## config.mk

```make
export PLATFORM = sky130hd
export DESIGN_NAME = dot_product_sequencer
export DESIGN_NICKNAME = d
export VERILOG_FILES = /design/src/rtl/dot_product_sequencer.sv
export SDC_FILE = /design/constraint.sdc
export NUM_CORES = 2
export LEC_CHECK = 0
export CORE_ASPECT_RATIO = 1.5
export CORE_MARGIN = 2
export CORE_UTILIZATION = 40
export DETAILED_ROUTE_END_ITERATION = 8
export GPL_TIMING_DRIVEN = 0
export SYNTH_ARGS = -nofsm -noshare
export SYNTH_HDL_FRONTEND = slang
export SYNTH_SLANG_ARGS = --single-unit
```

## constraint.sdc

```tcl
create_clock -name clk -period 11 [get_ports clk]
set_clock_uncertainty 0.15 [all_clocks]
set_input_delay 1.1 -clock clk [delete_from_list [all_inputs] [get_ports clk]]
set_output_delay 1.1 -clock clk [all_outputs]
set_load 0.005 [all_outputs]
```

## src/rtl/dot_product_sequencer.sv

```systemverilog
// Sequences paired reads of two Q16.16 vectors and accumulates their dot product.
// Read data returns one cycle after each strobe; the sum is published when the operation completes.
module dot_product_sequencer #(
    parameter int unsigned ADDR_W = 10,
    parameter int unsigned LEN_W  = 10
) (
    input  logic              clk,
    input  logic              rst,
    input  logic              start,
    input  logic [LEN_W-1:0]  len,
    input  logic [ADDR_W-1:0] a_base,
    input  logic [ADDR_W-1:0] b_base,
    output logic              mem_rd,
    output logic [ADDR_W-1:0] mem_addr_a,
    output logic [ADDR_W-1:0] mem_addr_b,
    input  logic [31:0]       mem_rdata_a,
    input  logic [31:0]       mem_rdata_b,
    output logic              busy,
    output logic              done,
    output logic [31:0]       result
);

    typedef enum logic [1:0] {
        S_IDLE  = 2'd0,
        S_ISSUE = 2'd1,
        S_DRAIN = 2'd2,
        S_DONE  = 2'd3
    } state_t;

    state_t              r_state;
    state_t              w_next_state;
    logic                w_accept;
    logic [LEN_W-1:0]    r_cnt;
    logic [ADDR_W-1:0]   r_addr_a;
    logic [ADDR_W-1:0]   r_addr_b;
    logic                r_rd_q;
    logic [31:0]         r_acc;
    logic [31:0]         r_result;
    logic signed [63:0]  w_a_ext;
    logic signed [63:0]  w_b_ext;
    logic signed [63:0]  w_prod_full;
    logic [31:0]         w_prod;

    assign w_accept = start && ((r_state == S_IDLE) || (r_state == S_DONE));

    // Full-width signed product; bits [47:16] give the Q16.16 result rounded toward minus infinity.
    assign w_a_ext     = {{32{mem_rdata_a[31]}}, mem_rdata_a};
    assign w_b_ext     = {{32{mem_rdata_b[31]}}, mem_rdata_b};
    assign w_prod_full = w_a_ext * w_b_ext;
    assign w_prod      = 32'(w_prod_full >> 16);

    always_ff @(posedge clk) begin
        if (rst) begin
            r_state <= S_IDLE;
        end else begin
            r_state <= w_next_state;
        end
    end

    always_comb begin
        w_next_state = r_state;
        case (r_state)
            S_IDLE, S_DONE: begin
                if (w_accept) begin
                    w_next_state = (len == '0) ? S_DONE : S_ISSUE;
                end else begin
                    w_next_state = S_IDLE;
                end
            end
            S_ISSUE: begin
                if (r_cnt == '0) begin
                    w_next_state = S_DRAIN;
                end
            end
            S_DRAIN: w_next_state = S_DONE;
            default: w_next_state = S_IDLE;
        endcase
    end

    always_comb begin
        mem_rd     = 1'b0;
        mem_addr_a = '0;
        mem_addr_b = '0;
        busy       = 1'b0;
        done       = 1'b0;
        case (r_state)
            S_ISSUE: begin
                mem_rd     = 1'b1;
                mem_addr_a = r_addr_a;
                mem_addr_b = r_addr_b;
                busy       = 1'b1;
            end
            S_DRAIN: busy = 1'b1;
            S_DONE:  done = 1'b1;
            default: ;
        endcase
    end

    // r_rd_q marks the cycle a read returns; it is cleared by reset so late data is dropped.
    always_ff @(posedge clk) begin
        if (rst) begin
            r_cnt    <= '0;
            r_addr_a <= '0;
            r_addr_b <= '0;
            r_rd_q   <= 1'b0;
            r_acc    <= '0;
            r_result <= '0;
        end else begin
            r_rd_q <= (r_state == S_ISSUE);
            if (w_accept) begin
                r_cnt    <= len - LEN_W'(1);
                r_addr_a <= a_base;
                r_addr_b <= b_base;
                r_acc    <= '0;
                r_result <= '0;
            end else begin
                if (r_state == S_ISSUE) begin
                    r_cnt    <= r_cnt - LEN_W'(1);
                    r_addr_a <= r_addr_a + ADDR_W'(1);
                    r_addr_b <= r_addr_b + ADDR_W'(1);
                end
                if (r_rd_q) begin
                    r_acc <= r_acc + w_prod;
                end
                if ((r_state == S_DRAIN) && r_rd_q) begin
                    r_result <= r_acc + w_prod;
                end
            end
        end
    end

    assign result = r_result;

endmodule

```

# ---- Word level (Yosys, flattened, before mapping)
# Cells that the tools add are included.
dict set report word_totals {
  register_bits 97
  latch_bits 0
  ramBits 0
  romBits 0
  elab_cells 42
  n_memories 0
}
dict set report op_classes {
  n_addsub 5
  mul 1
  n_div 0
  magnitude_cmp 0
  n_eq_ne 4
  shifts 0
  muxes 15
  bitwise 0
  n_reduce_logical 10
}
# cell n
set op_table {}
lappend op_table {{$mux W10} 8}
lappend op_table {{$mul A32 B32 Y48} 1}
lappend op_table {{$add A32 B32 Y32} 1}
lappend op_table {{$add A10 B1 Y10 const B} 2}
lappend op_table {{$logic_not A10 Y1} 2}
lappend op_table {{$sub A10 B1 Y10 const B} 2}
lappend op_table {{$mux W2} 3}
lappend op_table {{$pmux W2 S3} 1}
lappend op_table {{$reduce_or A2 Y1} 3}
lappend op_table {{$eq A2 B2 Y1 const B} 2}
lappend op_table {{$mux W1} 3}
lappend op_table {{$eq A2 B1 Y1 const B} 1}
lappend op_table {{$logic_and A1 B1 Y1} 2}
lappend op_table {{$logic_not A2 Y1} 1}
lappend op_table {{$ne A2 B2 Y1 const B} 1}
lappend op_table {{$reduce_bool A2 Y1} 1}
lappend op_table {{$logic_or A1 B1 Y1} 1}

# ---- Longest topological paths before layout
dict set report depth {
  word_depth 5
  mapped_depth 38
}

# ---- Least setup slack after synthesis
# OpenSTA, ideal clock, no wires.
dict set report synth_timing {
  path_type {in2reg}
  start {in mem_rdata_a[19]}
  end {reg r_result[30], in the netlist result[30]}
  setup_ps 120
  arrival_ps 9268
  t_required_ps 10730
  slack_ps 1462
  stages 33
  path_cell_list {clkbuf_1 > clkbuf_1 > and2_1 > fa_1 > fa_1 > inv_1 > fa_1 > fa_1 > inv_1 > fa_1 > fa_1 > fa_1 > fa_1 > ha_1 > and3_1 > and3_1 > o31ai_1 > o2111ai_1 > nor2_2 > o21ai_1 > a21oi_1 > o21ai_1 > xor2_1 > ha_1 > a21o_1 > a21oi_1 > o21ai_0 > a2111oi_2 > o31ai_2 > and3_1 > a211oi_2 > or4_1 > nand3_1}
}
dict set report synth_via {
  elab_chain_cells 2
}
# item line
set synth_rtl {}
lappend synth_rtl {{from (decl)} 16} ;# input logic [31:0] mem_rdata_a,
lappend synth_rtl {{$mul A32 B32 Y48} 49} ;# assign w_prod_full = w_a_ext * w_b_ext;
lappend synth_rtl {{$add A32 B32 Y32} 126} ;# r_result <= r_acc + w_prod;
lappend synth_rtl {{to (signal assigned)} 126}
lappend synth_rtl {{to (decl)} 38} ;# logic [31:0] r_result;
# Every way passes these cells.
# A chain may end at the register's enable or synchronous reset.

# ---- Worst setup path in the final report
dict set report layout_timing {
  start {in mem_rdata_a[9]}
  end {reg r_result[30], in the netlist result[30]}
}
# The elaborated chain is that of the path after synthesis.

==> summary.md <==
| Metric | Value |
|---|---|
| Cell taking the most area after synthesis | sky130_fd_sc_hd__fa_1 |
| Maximum count of clock buffers along a single path | 2 |
| Average detailed-routed wire length per instance | 23.3 µm |
| Total I/O pin count | 152 |
| Outcome | completed |
| CP endpoint kind | register |
| Routability Congestion | 1.00 |
| Fraction of post-synthesis cell area in the top cell type by area | 48.9% |
| Kind of launch point of the worst setup path | primary input |
| Most used standard cells in the synthesized netlist | 839 x sky130_fd_sc_hd__fa_1, 816 x sky130_fd_sc_hd__inv_1, 507 x sky130_fd_sc_hd__and2_1 |
| Initial DRC Count | 1,599 |
| Via count of the first global-routing pass | 29,124 |
| First-pass DRT Iterations | 5 |
| Portion of the post-synthesis area used by sequential elements | 5.65% |
| Initial antenna violation count | 16 |
| Sink Count | 97 |
| Final standard cell utilization of the core | 44.9% |
| Post-detailed-placement half-perimeter wirelength | 103 mm |
| Timing-limited maximum frequency | 93.0 MHz |
| Count of cell types in the netlist | 65 |
| Maximum capacitance violations | 0 |
| Post-layout worst setup margin | 0.252 ns |
| # rows | 131 |
| Average footprint of a synthesized cell | 9.06 µm² |
| Non-filler cells, final | 5,097 |
| Post-Synthesis Cell Area | 34,400 µm² |
| Final period demand of the worst path | 10.75 ns |
| Top cells by area, synth | sky130_fd_sc_hd__fa_1 49%, sky130_fd_sc_hd__and2_1 9.2%, sky130_fd_sc_hd__inv_1 8.9% |
| Synth Flop Type | sky130_fd_sc_hd__dfxtp_1 |
| First-pass GRT wire length | 180 mm |
| Clock tree from TritonCTS | done |
| Share of final-layout standard cells stronger than drive strength 1 | 5.28% |
| Post-synth net total | 4,932 |
| Register area | 1940 µm² |
| Count of input and output buffers | 146 |
| Root cell of the clock tree | sky130_fd_sc_hd__clkbuf_16 |
| Die W | 243 µm |
| Effective utilization at floorplan | 40.4% |
| Clk slew on worst S/H paths | 0.09 ns |
| Number of nets in the final layout | 5,096 |
| Area growth from synthesis to layout | 11.2% |
| Dominant cell type by count on the critical path | sky130_fd_sc_hd__fa_1 |
| Final wirelength | 119 mm |
| Largest stage delay on the critical path | 0.59 ns |
| Inserted Clock Buffers | 9 |
| DP Worst Slack | -1.61 ns |
| Number of slew-limit violations in the final report | 0 |
| Data arrival time of the critical path | 10.86 ns |
| Category of the most critical setup path | in -> reg |
| Most frequently used cell type in the post-synthesis netlist | sky130_fd_sc_hd__fa_1 |
| Syn. warnings | 0 |
| Placed Cells incl. Taps | 5,068 |
| Worst hold margin | 0.309 ns |
| Number of synthesized flops with an enable pin | 0 |
| FILL cells | 8,381 |
| Total global routing overflow | 0 |
| Die area | 88,300 µm² |
| Core outline area | 85,100 µm² |
| DR vias | 26,407 |
| Maximum level of the CTS H-tree | 3 |
| Required @ worst endpoint | 11.11 ns |
| ANT nets after route | 0 |
| Portion of the clock cycle consumed by the worst path in the final layout | 97.7% |
| Worst max-slew margin expressed relative to the limit | 29.2% |
| Area of the multi-input gates | 28,800 µm² |
| Die height | 363 µm |
| Slowest-stage cell, CP | sky130_fd_sc_hd__fa_1 |
| Actual slew at the worst max-slew pin | 1.06 ns |
| Total of flip-flops plus latches after synthesis | 97 |
| Number of endpoints with negative hold slack in the final report | 0 |
| Final count of negative-setup-slack endpoints | 0 |
| Clock latency on the worst-skew pair | 0.38 ns |
| Detailed-route vias per instance | 5.18 |
| Drt drc | 0 |
| Largest net degree at the start of global routing | 23 |
| Hold Crit Class | reg -> reg |
| Synth Instances | 3,792 |
| GR Util All Layers | 27.6% |
| Highest net fanout along the worst path | 10 |
| Share of flip-flops with an asynchronous set or reset after synthesis | 0% |
-- metal layers --
metal / track usage, % / vias to the layer above / wire [µm]
met2: 49.8 / 1026 / 60600
met1: 29.9 / 13564 / 41100
met5: 0 / - / 92
met4: 17.3 / 14 / 9240
li1: - / 11439 / -
met3: 4.53 / 364 / 7660
-- worst paths after layout --
| check | cells past startpoint | from | slack (ns) | end |
|---|---|---|---|---|
| min reg2reg | 2 | result[5]$_SDFFE_PP0P_ | 0.31 | result[5]$_SDFFE_PP0P_ |
| min | 2 | result[5]$_SDFFE_PP0P_ | 0.31 | result[5]$_SDFFE_PP0P_ |
| max | 35 | mem_rdata_a[9] | 0.25 | result[30]$_SDFFE_PP0P_ |
| max reg2reg | 12 | r_acc[0]$_SDFFE_PP0P_ | 7.49 | result[30]$_SDFFE_PP0P_ |
-- worst max-delay path: cells and delay by family --
kind	cells	cell delay, ns
AO/OA/AOI/OAI	8	1.76
XOR/XNOR	1	0.25
adder cells (fa/ha/maj)	10	4.95
buffers and inverters	7	1.24
AND/OR/NAND/NOR	9	1.51
-- cell type report --
cell class / count / share of cell area [%]
diodes: 6 / 0.0393
plain buffers: 202 / 2.89
clock buffers: 9 / 0.589
clock inverters: 7 / 0.252
inverters: 816 / 8.01
multi-input cells: 2675 / 75.3
flip-flops and latches: 97 / 5.08
well taps: 1130 / 3.70
repair buffers: 155 / 4.11
-- registers in the layout (all words and copies together) (netlist names) --
register and cells:
r_state 2, r_rd_q 1, result 32, r_acc 32, r_addr_b 10, r_cnt 10, r_addr_a 10
-- logic make-up after synthesis --
kind of cell / after synthesis / synth area share, %
AO/OA/AOI/OAI: 233 / 4.54
XOR/XNOR: 133 / 3.39
adder cells (fa/ha/maj): 1043 / 56.3
buffers and inverters: 1020 / 11.2
flip-flops: 97 / 5.65
multiplexers: 31 / 0.903
AND/OR/NAND/NOR: 1235 / 18.1
-- metrics by stage --
step | cell area, µm² | TNS, ns
2_1_floorplan | 34400 | 0
3_3_place_gp | 37200 | -28.17
3_5_place_dp | 37200 | -29.22
4_1_cts | 37900 | 0
5_1_grt | 38200 | -0.00744
6_report | 38200 | 0
-- timing repair --
item / in CTS / in global routing
setup buffers: 3 / 6
setup endpoints to repair: 24 / 19
hold buffers: 0 / 0
pin swaps: 3 / 8
resized for setup: 165 / 203
-- placed cells by master (no fill, tap or decap), types with 15 or more instances in the layout --
cell type and n:
sky130_fd_sc_hd__nand4_1 18, sky130_fd_sc_hd__nand2_1 502, sky130_fd_sc_hd__mux2i_1 31, sky130_fd_sc_hd__dlymetal6s2s_1 19
sky130_fd_sc_hd__buf_4 25, sky130_fd_sc_hd__inv_1 816, sky130_fd_sc_hd__ha_1 202, sky130_fd_sc_hd__nand2b_1 17
sky130_fd_sc_hd__nor3_1 23, sky130_fd_sc_hd__a21o_1 23, sky130_fd_sc_hd__dfxtp_1 97, sky130_fd_sc_hd__clkbuf_4 42
sky130_fd_sc_hd__and2_1 507, sky130_fd_sc_hd__nor2_1 93, sky130_fd_sc_hd__buf_2 15, sky130_fd_sc_hd__clkdlybuf4s50_1 113
sky130_fd_sc_hd__xor2_1 46, sky130_fd_sc_hd__clkbuf_1 64, sky130_fd_sc_hd__o21ai_0 26, sky130_fd_sc_hd__xnor2_1 80
sky130_fd_sc_hd__a211oi_1 39, sky130_fd_sc_hd__fa_1 839, sky130_fd_sc_hd__clkbuf_2 60, sky130_fd_sc_hd__nand3_1 24
sky130_fd_sc_hd__a21oi_1 81
Power is not shown: default switching activity piles up to over one toggle a cycle in this logic, so the estimate is an artifact.
